<file path="src/rtl/gpio_cfg_pkg.sv">
// Shared definitions for the GPIO pad configuration loader.
// State encoding, default pad word and config-word field offsets.
package gpio_cfg_pkg;

    localparam logic [2:0] ST_IDLE     = 3'd0;
    localparam logic [2:0] ST_SHIFT_LO = 3'd1;
    localparam logic [2:0] ST_SHIFT_HI = 3'd2;
    localparam logic [2:0] ST_LOAD     = 3'd3;
    localparam logic [2:0] ST_DONE     = 3'd4;

    typedef enum logic [2:0] {
        IDLE     = ST_IDLE,
        SHIFT_LO = ST_SHIFT_LO,
        SHIFT_HI = ST_SHIFT_HI,
        LOAD     = ST_LOAD,
        DONE     = ST_DONE
    } state_t;

    localparam logic [12:0] CFG_RESET_DEFAULT = 13'h0403;

    localparam int MGMT_EN     = 0;
    localparam int OUT_DIS     = 1;
    localparam int HOLDOVER    = 2;
    localparam int INP_DIS     = 3;
    localparam int IB_MODE_SEL = 4;
    localparam int ANALOG_EN   = 5;
    localparam int ANALOG_SEL  = 6;
    localparam int ANALOG_POL  = 7;
    localparam int SLOW_SEL    = 8;
    localparam int VTRIP_SEL   = 9;
    localparam int DM_LO       = 10;
    localparam int DM_HI       = 12;

endpackage

</file>
<file path="src/rtl/gpio_cfg_clkdiv.sv">
// Half-period counter for the serial chain clock.
// Emits a one-cycle tick every CLK_DIV enabled cycles.
module gpio_cfg_clkdiv #(
    parameter int CLK_DIV = 2
) (
    input  logic clk,
    input  logic clear,
    input  logic enable,
    output logic tick
);

    localparam int CW = (CLK_DIV > 1) ? $clog2(2 * CLK_DIV) : 1;

    logic [CW-1:0] cnt;

    assign tick = enable && (cnt == CW'(CLK_DIV - 1));

    always_ff @(posedge clk) begin
        if (clear) begin
            cnt <= '0;
        end else if (enable) begin
            cnt <= tick ? '0 : cnt + 1'b1;
        end
    end

endmodule

</file>
<file path="src/rtl/gpio_cfg_loader.sv">
// Per-pad config register file plus serial chain loader.
// GPIO_CFG_AUTOLOAD_EN: run one load sequence right after each reset.
module gpio_cfg_loader
    import gpio_cfg_pkg::*;
#(
    parameter int                  TOTAL_PADS = 38,
    parameter int                  CFG_BITS   = 13,
    parameter int                  CLK_DIV    = 2,
    parameter logic [CFG_BITS-1:0] CFG_RESET  = CFG_BITS'(CFG_RESET_DEFAULT),
    parameter int                  AW         = 6
) (
    input  logic                wb_clk_i,
    input  logic                wb_rst_i,
    input  logic                cfg_we,
    input  logic [AW-1:0]       cfg_addr,
    input  logic [CFG_BITS-1:0] cfg_wdata,
    output logic [CFG_BITS-1:0] cfg_rdata,
    input  logic                start,
    output logic                busy,
    output logic                done,
    output logic                wr_drop,
    output logic                serial_clock,
    output logic                serial_data,
    output logic                serial_load
);

    localparam int TOT = TOTAL_PADS * CFG_BITS;
    localparam int BW  = $clog2(TOT);

    state_t              state;
    logic [CFG_BITS-1:0] regs [TOTAL_PADS];
    logic [TOT-1:0]      flat_next;
    logic [TOT-1:0]      sreg;
    logic [BW-1:0]       bit_cnt;
    logic                half;
    logic                tick;
    logic                div_en;
    logic                addr_ok;
    logic                wr_ok;
    logic                go;

    assign addr_ok = 32'(cfg_addr) < 32'(TOTAL_PADS);
    assign wr_ok   = cfg_we && (state == IDLE) && addr_ok;
    assign div_en  = (state == SHIFT_LO) || (state == SHIFT_HI) || (state == LOAD);

`ifdef GPIO_CFG_AUTOLOAD_EN
    logic auto_pend;

    always_ff @(posedge wb_clk_i) begin
        if (wb_rst_i) begin
            auto_pend <= 1'b1;
        end else if (state == IDLE) begin
            auto_pend <= 1'b0;
        end
    end

    assign go = start || auto_pend;
`else
    assign go = start;
`endif

    gpio_cfg_clkdiv #(.CLK_DIV(CLK_DIV)) u_div (
        .clk    (wb_clk_i),
        .clear  (wb_rst_i || !div_en),
        .enable (div_en),
        .tick   (tick)
    );

    always_comb begin
        cfg_rdata = '0;
        for (int i = 0; i < TOTAL_PADS; i++) begin
            if (cfg_addr == AW'(i)) cfg_rdata = regs[i];
        end
    end

    // Snapshot includes a write landing in the same cycle as start.
    always_comb begin
        flat_next = '0;
        for (int p = 0; p < TOTAL_PADS; p++) begin
            flat_next[p*CFG_BITS +: CFG_BITS] =
                (wr_ok && cfg_addr == AW'(p)) ? cfg_wdata : regs[p];
        end
    end

    always_ff @(posedge wb_clk_i) begin
        if (wb_rst_i) begin
            state        <= IDLE;
            busy         <= 1'b0;
            done         <= 1'b0;
            wr_drop      <= 1'b0;
            serial_clock <= 1'b0;
            serial_data  <= 1'b0;
            serial_load  <= 1'b0;
            bit_cnt      <= '0;
            half         <= 1'b0;
            sreg         <= '0;
            for (int i = 0; i < TOTAL_PADS; i++) regs[i] <= CFG_RESET;
        end else begin
            done    <= 1'b0;
            wr_drop <= cfg_we && !wr_ok;
            for (int i = 0; i < TOTAL_PADS; i++) begin
                if (wr_ok && cfg_addr == AW'(i)) regs[i] <= cfg_wdata;
            end
            case (state)
                IDLE: begin
                    if (go) begin
                        state        <= SHIFT_LO;
                        busy         <= 1'b1;
                        bit_cnt      <= BW'(TOT - 1);
                        sreg         <= flat_next;
                        serial_data  <= flat_next[TOT-1];
                        serial_clock <= 1'b0;
                        half         <= 1'b0;
                    end
                end
                SHIFT_LO: begin
                    if (tick) begin
                        state        <= SHIFT_HI;
                        serial_clock <= 1'b1;
                    end
                end
                SHIFT_HI: begin
                    if (tick) begin
                        serial_clock <= 1'b0;
                        if (bit_cnt == '0) begin
                            state       <= LOAD;
                            serial_load <= 1'b1;
                            serial_data <= 1'b0;
                        end else begin
                            state       <= SHIFT_LO;
                            bit_cnt     <= bit_cnt - 1'b1;
                            sreg        <= sreg << 1;
                            serial_data <= sreg[TOT-2];
                        end
                    end
                end
                LOAD: begin
                    if (tick) begin
                        if (half) begin
                            state       <= DONE;
                            serial_load <= 1'b0;
                            busy        <= 1'b0;
                            done        <= 1'b1;
                        end else begin
                            half <= 1'b1;
                        end
                    end
                end
                DONE:    state <= IDLE;
                default: state <= IDLE;
            endcase
        end
    end

endmodule
</file>
<file path="config.mk">
export PLATFORM = sky130hd
export DESIGN_NAME = gpio_cfg_loader
export DESIGN_NICKNAME = d
export VERILOG_FILES = /design/src/rtl/gpio_cfg_pkg.sv /design/src/rtl/gpio_cfg_clkdiv.sv /design/src/rtl/gpio_cfg_loader.sv
export SDC_FILE = /design/constraint.sdc
export NUM_CORES = 2
export LEC_CHECK = 0
export ABC_AREA = 1
export CAP_MARGIN = 0
export CORE_ASPECT_RATIO = 1.4
export CORE_UTILIZATION = 50
export CTS_CLUSTER_SIZE = 25
export DETAILED_ROUTE_END_ITERATION = 6
export PLACE_DENSITY = 0.72
export SKIP_CTS_REPAIR_TIMING = 1
export SYNTH_ARGS = -nofsm -noshare
export SYNTH_HDL_FRONTEND = slang
export SYNTH_SLANG_ARGS = --single-unit
</file>
<file path="constraint.sdc">
create_clock -name wb_clk_i -period 3.8 [get_ports wb_clk_i]
set_input_delay 0.76 -clock wb_clk_i [delete_from_list [all_inputs] [get_ports wb_clk_i]]
set_output_delay 0.76 -clock wb_clk_i [all_outputs]
set_load 0.005 [all_outputs]
</file>
# Yosys cells after proc, flatten, opt, wreduce, memory -nomap -nowiden
# Memory sizes are Yosys's and may differ from the RTL's.
# Index checks and enable logic that the tools add are counted.
# word_totals
reg_bits,514
ramBits,494
in_bits,23
wordCells,428
mem_count,1
# op_classes
n_addsub,2
magnitude_cmp,1
eq_ne,48
mux,263
bitwise_logic,40
n_reduce_logical,62
# memory_table
name,words,width,rd,rd_clocked_by_memory_dff,wr,line_no,source
regs,38,13,38,0,38,gpio_cfg_loader.sv:31,logic [CFG_BITS-1:0] regs [TOTAL_PADS];
# ops
operator,count
2-to-1 mux 13 bit,114
2-to-1 mux 493 bit,3
case mux 493 bit (2 select lines),1
2-to-1 mux 1 bit,128
"== test 6 x 5 -> 1 bit, second input constant",16
"== test 6 x 4 -> 1 bit, second input constant",8
logical AND 1 bit,42
OR 1 bit,38
"== test 6 bit, second input constant",6
2-to-1 mux 9 bit,3
"== test 6 x 3 -> 1 bit, second input constant",4
case mux 9 bit (2 select lines),1
2-to-1 mux 3 bit,5
"== test 6 x 2 -> 1 bit, second input constant",2
case mux 3 bit (4 select lines),1
AND reduction 4 bit,3
AND reduction 5 bit,2
zero test 9 bit,1
"subtractor 9 x 1 -> 9 bit, second input constant",1
"inequality test 2 x 1 -> 1 bit, second input constant",4
case mux 1 bit (2 select lines),4
"== test 3 x 2 -> 1 bit, second input constant",2
"== test 6 x 1 -> 1 bit, second input constant",1
zero test 6 bit,1
other kinds (15),25

# Depth between registers and ports, before layout
# depth
depth_word,39
ltp_mapped,26

# By module
# A second synthesis with hierarchy kept.
# unflattened
hier_cells,5999
hier_area_um2,48335.1
# modules_own_cells
mod,n_inst,cells_each,area_per_inst_um2,seq_area_each_um2
gpio_cfg_loader,1,5989,48260.0,25084.1
gpio_cfg_clkdiv,1,10,75.1,40.0

# Worst setup path before layout
# Ideal clock, no wire load.
# synth_timing
kind,in2out
start,input port cfg_addr[5]
end,output port cfg_rdata[7]
arrival_ps,2643
required_ps,3040
slack_ps,397
cell_stages,21
path_cell_list,nor2_4 inv_4 nor3_4 buf_4 a21oi_1 nand2_1 nand4_1 nor2_1 nand4_1 nor2_1 nand4_1 nor2_1 nand4_1 nor2_1 nand4_1 nor2_1 nand4_1 nor2_1 nand4_1 nor2_1 nand4_1
# synth_between
elab_chain_cells,39
# synth_rtl
item,line_no,source
from (decl),gpio_cfg_loader.sv:15,"input logic [AW-1:0] cfg_addr,"
zero test 6 bit,gpio_cfg_loader.sv:72,if (cfg_addr == AW'(i)) cfg_rdata = regs[i];
2-to-1 mux 13 bit (37 in series),gpio_cfg_loader.sv:72,
2-to-1 mux 13 bit (*),gpio_cfg_loader.sv:72,
to (decl),gpio_cfg_loader.sv:17,"output logic [CFG_BITS-1:0] cfg_rdata,"
# Mark *: on every way between the ends. The rest lies on a longest branch, timed or not.

# Worst setup path in the final report
# layout_timing
start,input port cfg_addr[4]
end,output port cfg_rdata[5]
# The elaborated chain is that of the path after synthesis.

==> results.toml <==
[timing]
finalCritPeriodShare = 1.30
period_minus_slack_ns = 4.93
fmax_ghz = 0.203
setup_ws_ns = -1.13
finalHoldViolations = 0
skew_ns = 0.0309
tightest_slew_ns = 1.05
setup-violations-final = 13
rsz0062_at_grt = "yes"
slew_viol_final = 0
slew_headroom = 0.302

[detailed_routing]
firstDrtPassIters = 7
avgRoutedWirePerCell_um = 23.8
vias = 43800
drt_wl_total_um = 170000
detail-route-antenna-nets = 0
drt-vias-per-instance = 6.14
drc = 10
drt_first_iter_violations = 5405

[worst_setup_path]
crit_fanout = 7
cp-startpoint = "cfg_addr[4]"
cp_slowest_cell = "nor2_4"
cp.arrival_ns = 4.17
crit_top_cell = "nand4_1"
path_buf_inv = 4
path_class = "primary input to primary output"
path_cells = "buf_8, nor2_4, clkinv_4, nor3_4, inv_2, or2_0, nand2_1, nand4_1, nand2_1, nand4_1, nor2_1, nand4_1, nor2_2, nand4_1, nor2_1, nand4_1, nor2_2, nand4_1, nor2_1, nand4_1, nor2_2, nand3_2, clkbuf_2"
crit_family = "simple AND/OR/NAND/NOR gates"
crit_required_ns = 3.04
slowest_delay_ns = 0.32
startpoint_type = "primary input"
crit-reg2reg-launch = "state[1]"
crit_path_end_kind = "primary output"

[floorplanning]
start_util = 0.504
die_h_um = 368
die_area_um2 = 97200
rows = 134
pin_count = 42
core_um2 = 95200
die_x_um = 264

[yosys]
synth_top_area_frac = 0.309
yosys-top-cells-area = "edfxtp_1, dfxtp_1, nand2_1, nor2_1, o211ai_1"
synth.distinct_cells = 39
yosys.area.top_type = "edfxtp_1"
synthSimpleGateAreaFrac = 0.221
synth-edff-count = 494
synth_compound_area_frac = 0.190
synth_top_family_by_area = "simple AND/OR/NAND/NOR gates"
async_flop_share = 0
synth-adder-area-share = 0.000261
ys.flop_type = "dfxtp_1"
syn-instance-count = 5750
yosysMostFrequentCell = "nand2_1"
yosys-top-cells-count = "nand2_1, nor2_1, dfxtp_1"
synth_nets = 5774
synth_area_um2 = 48000
syn_area_per_cell_um2 = 8.34
ys_seq_elements = 1008
yosys-mux-area-fraction = 0
seq_area_frac_synth = 0.524
synth_xor_area_frac = 0
yosys_warnings = 0

[power_and_ir_drop]
combPwrFrac = 0.263
totalPowerFinal_mw = 34.7
vdd.ir_drop.worst_mv = 0.726
clkPwrFrac = 0.289
p_per_area_nw_per_um2 = 620
power_frac_seq = 0.448
cell_internal_pwr_mw = 22.9
netSwitchingPower_mw = 11.7
switching_share = 0.339
p_leak_nw = 20.0

[final_layout]
regArea_um2 = 25100
final_core_util = 0.587
syn_to_final_growth_pct = 16.5
fin_area_um2 = 55900
multi_input_area_um2 = 20300
layout-drive-gt1-share = 0.149
nNetsFinal = 5853
fin_cells = 7137
fill_cells = 8335

[clock_network]
cts_tree = "built"
clk_latency_ns = 0.71
cts_buffer_depth = 3
cts_made_buffers = 98
cts_max_level = 3
ctsRootBufferMaster = "clkbuf_16"
clkTransAtPathRegs_ns = 0.06
cts.sinks = 1008

[global_route]
grt_max_degree = 176
grt_pass1_vias = 40400
antenna_found_initial = 3
globalRouteOverflowTotal = 0
track_usage = 0.340
grt_pass1_wl_um = 249000

[run_status]
outcome = "finished, violations left"
failed_checks = "design-rule violations, negative setup slack"

[run]
maxCapViolations = 0

[placement]
hpwlAfterDp_um = 109000
place_area_um2 = 52000
dp_cells = 6934
pre_cts_ws_ns = -1.96
gp_congestion = 0.992
portBuffers = 41

[hold_path]
min_path_type = "flop to flop"
worstHoldStart = "u_div.cnt[0]"
## worst paths after layout
kind	to	slack (ns)	cells past startpoint
worst max register to register	sreg[86]	0.88	11
worst min-delay path	u_div.cnt[1]	0.44	1
worst min register to register	u_div.cnt[1]	0.44	1
worst max-delay path	cfg_rdata[5]	-1.13	23
## placed cells by master (no fill, tap or decap), drive strengths merged, types with 3 or more instances in the layout
master,instances
clkdlybuf4s50,21
a21oi,57
nand2,1293
nor4,3
nor3,5
bufinv,9
clkinvlp,7
nand3,122
or2,44
nor2,1111
inv,253
a311oi,272
a31oi,5
clkinv,37
clkbuf,144
edfxtp,494
o21ai,221
buf,488
dfxtp,514
o311ai,11
o22ai,25
o211ai,484
nand4,97
a211oi,188
## state kept, by name, summed over array words and instances (netlist names), 2 cells and up
register and count:
bit_cnt 9, regs 494, sreg 493, state 3, u_div.cnt 2
## per-stage QoR
| step | hold WS [ns] | setup TNS, ns |
|---|---|---|
| finish | 0.443 | -13.16 |
| global placement | 0.430 | -22.69 |
| global route | 0.473 | -14.79 |
| detailed placement | 0.438 | -23.71 |
| floorplan | 0.423 | 0 |
| CTS | 0.447 | -23.36 |
## power groups by stage
| stage | combinational [mW] | sequential (mW) | clock (mW) |
|---|---|---|---|
| after floorplan | 6.59 | 15.2 | 0 |
| after global placement | 8.70 | 15.6 | 0 |
| after detailed placement | 8.93 | 15.7 | 0 |
| after CTS | 8.96 | 15.5 | 10.1 |
| after global routing | 10.1 | 15.8 | 10.5 |
| final | 9.11 | 15.5 | 10.0 |
## metal layers
layer	wire length (um)	vias up	track usage
li1	-	20300	-
met1	62400	20700	0.411
met2	79600	2265	0.558
met3	15100	597	0.0553
met4	12500	2	0.229
met5	13	-	0
## cells by family (layout without fill, tap and decap cells)
family                     after synthesis  in the layout
buffers and inverters                  800            960
AOI/OAI and AO/OA                     1266           1266
adders and majority gates                1              1
DFF                                   1008           1008
other                                    0              2
and+or+nand+nor                       2675           2676
## layout make-up
class                           count  area share
Tap cell                         1224      0.0274
Clock buffer                      134      0.0490
Timing Repair Buffer              520      0.0842
Clock inverter                     48     0.00889
Antenna cell                        2   0.0000896
Sequential cell                  1008       0.450
Inverter                          258      0.0176
Multi-Input combinational cell   3943       0.363
(Power assumes the default switching activity.)
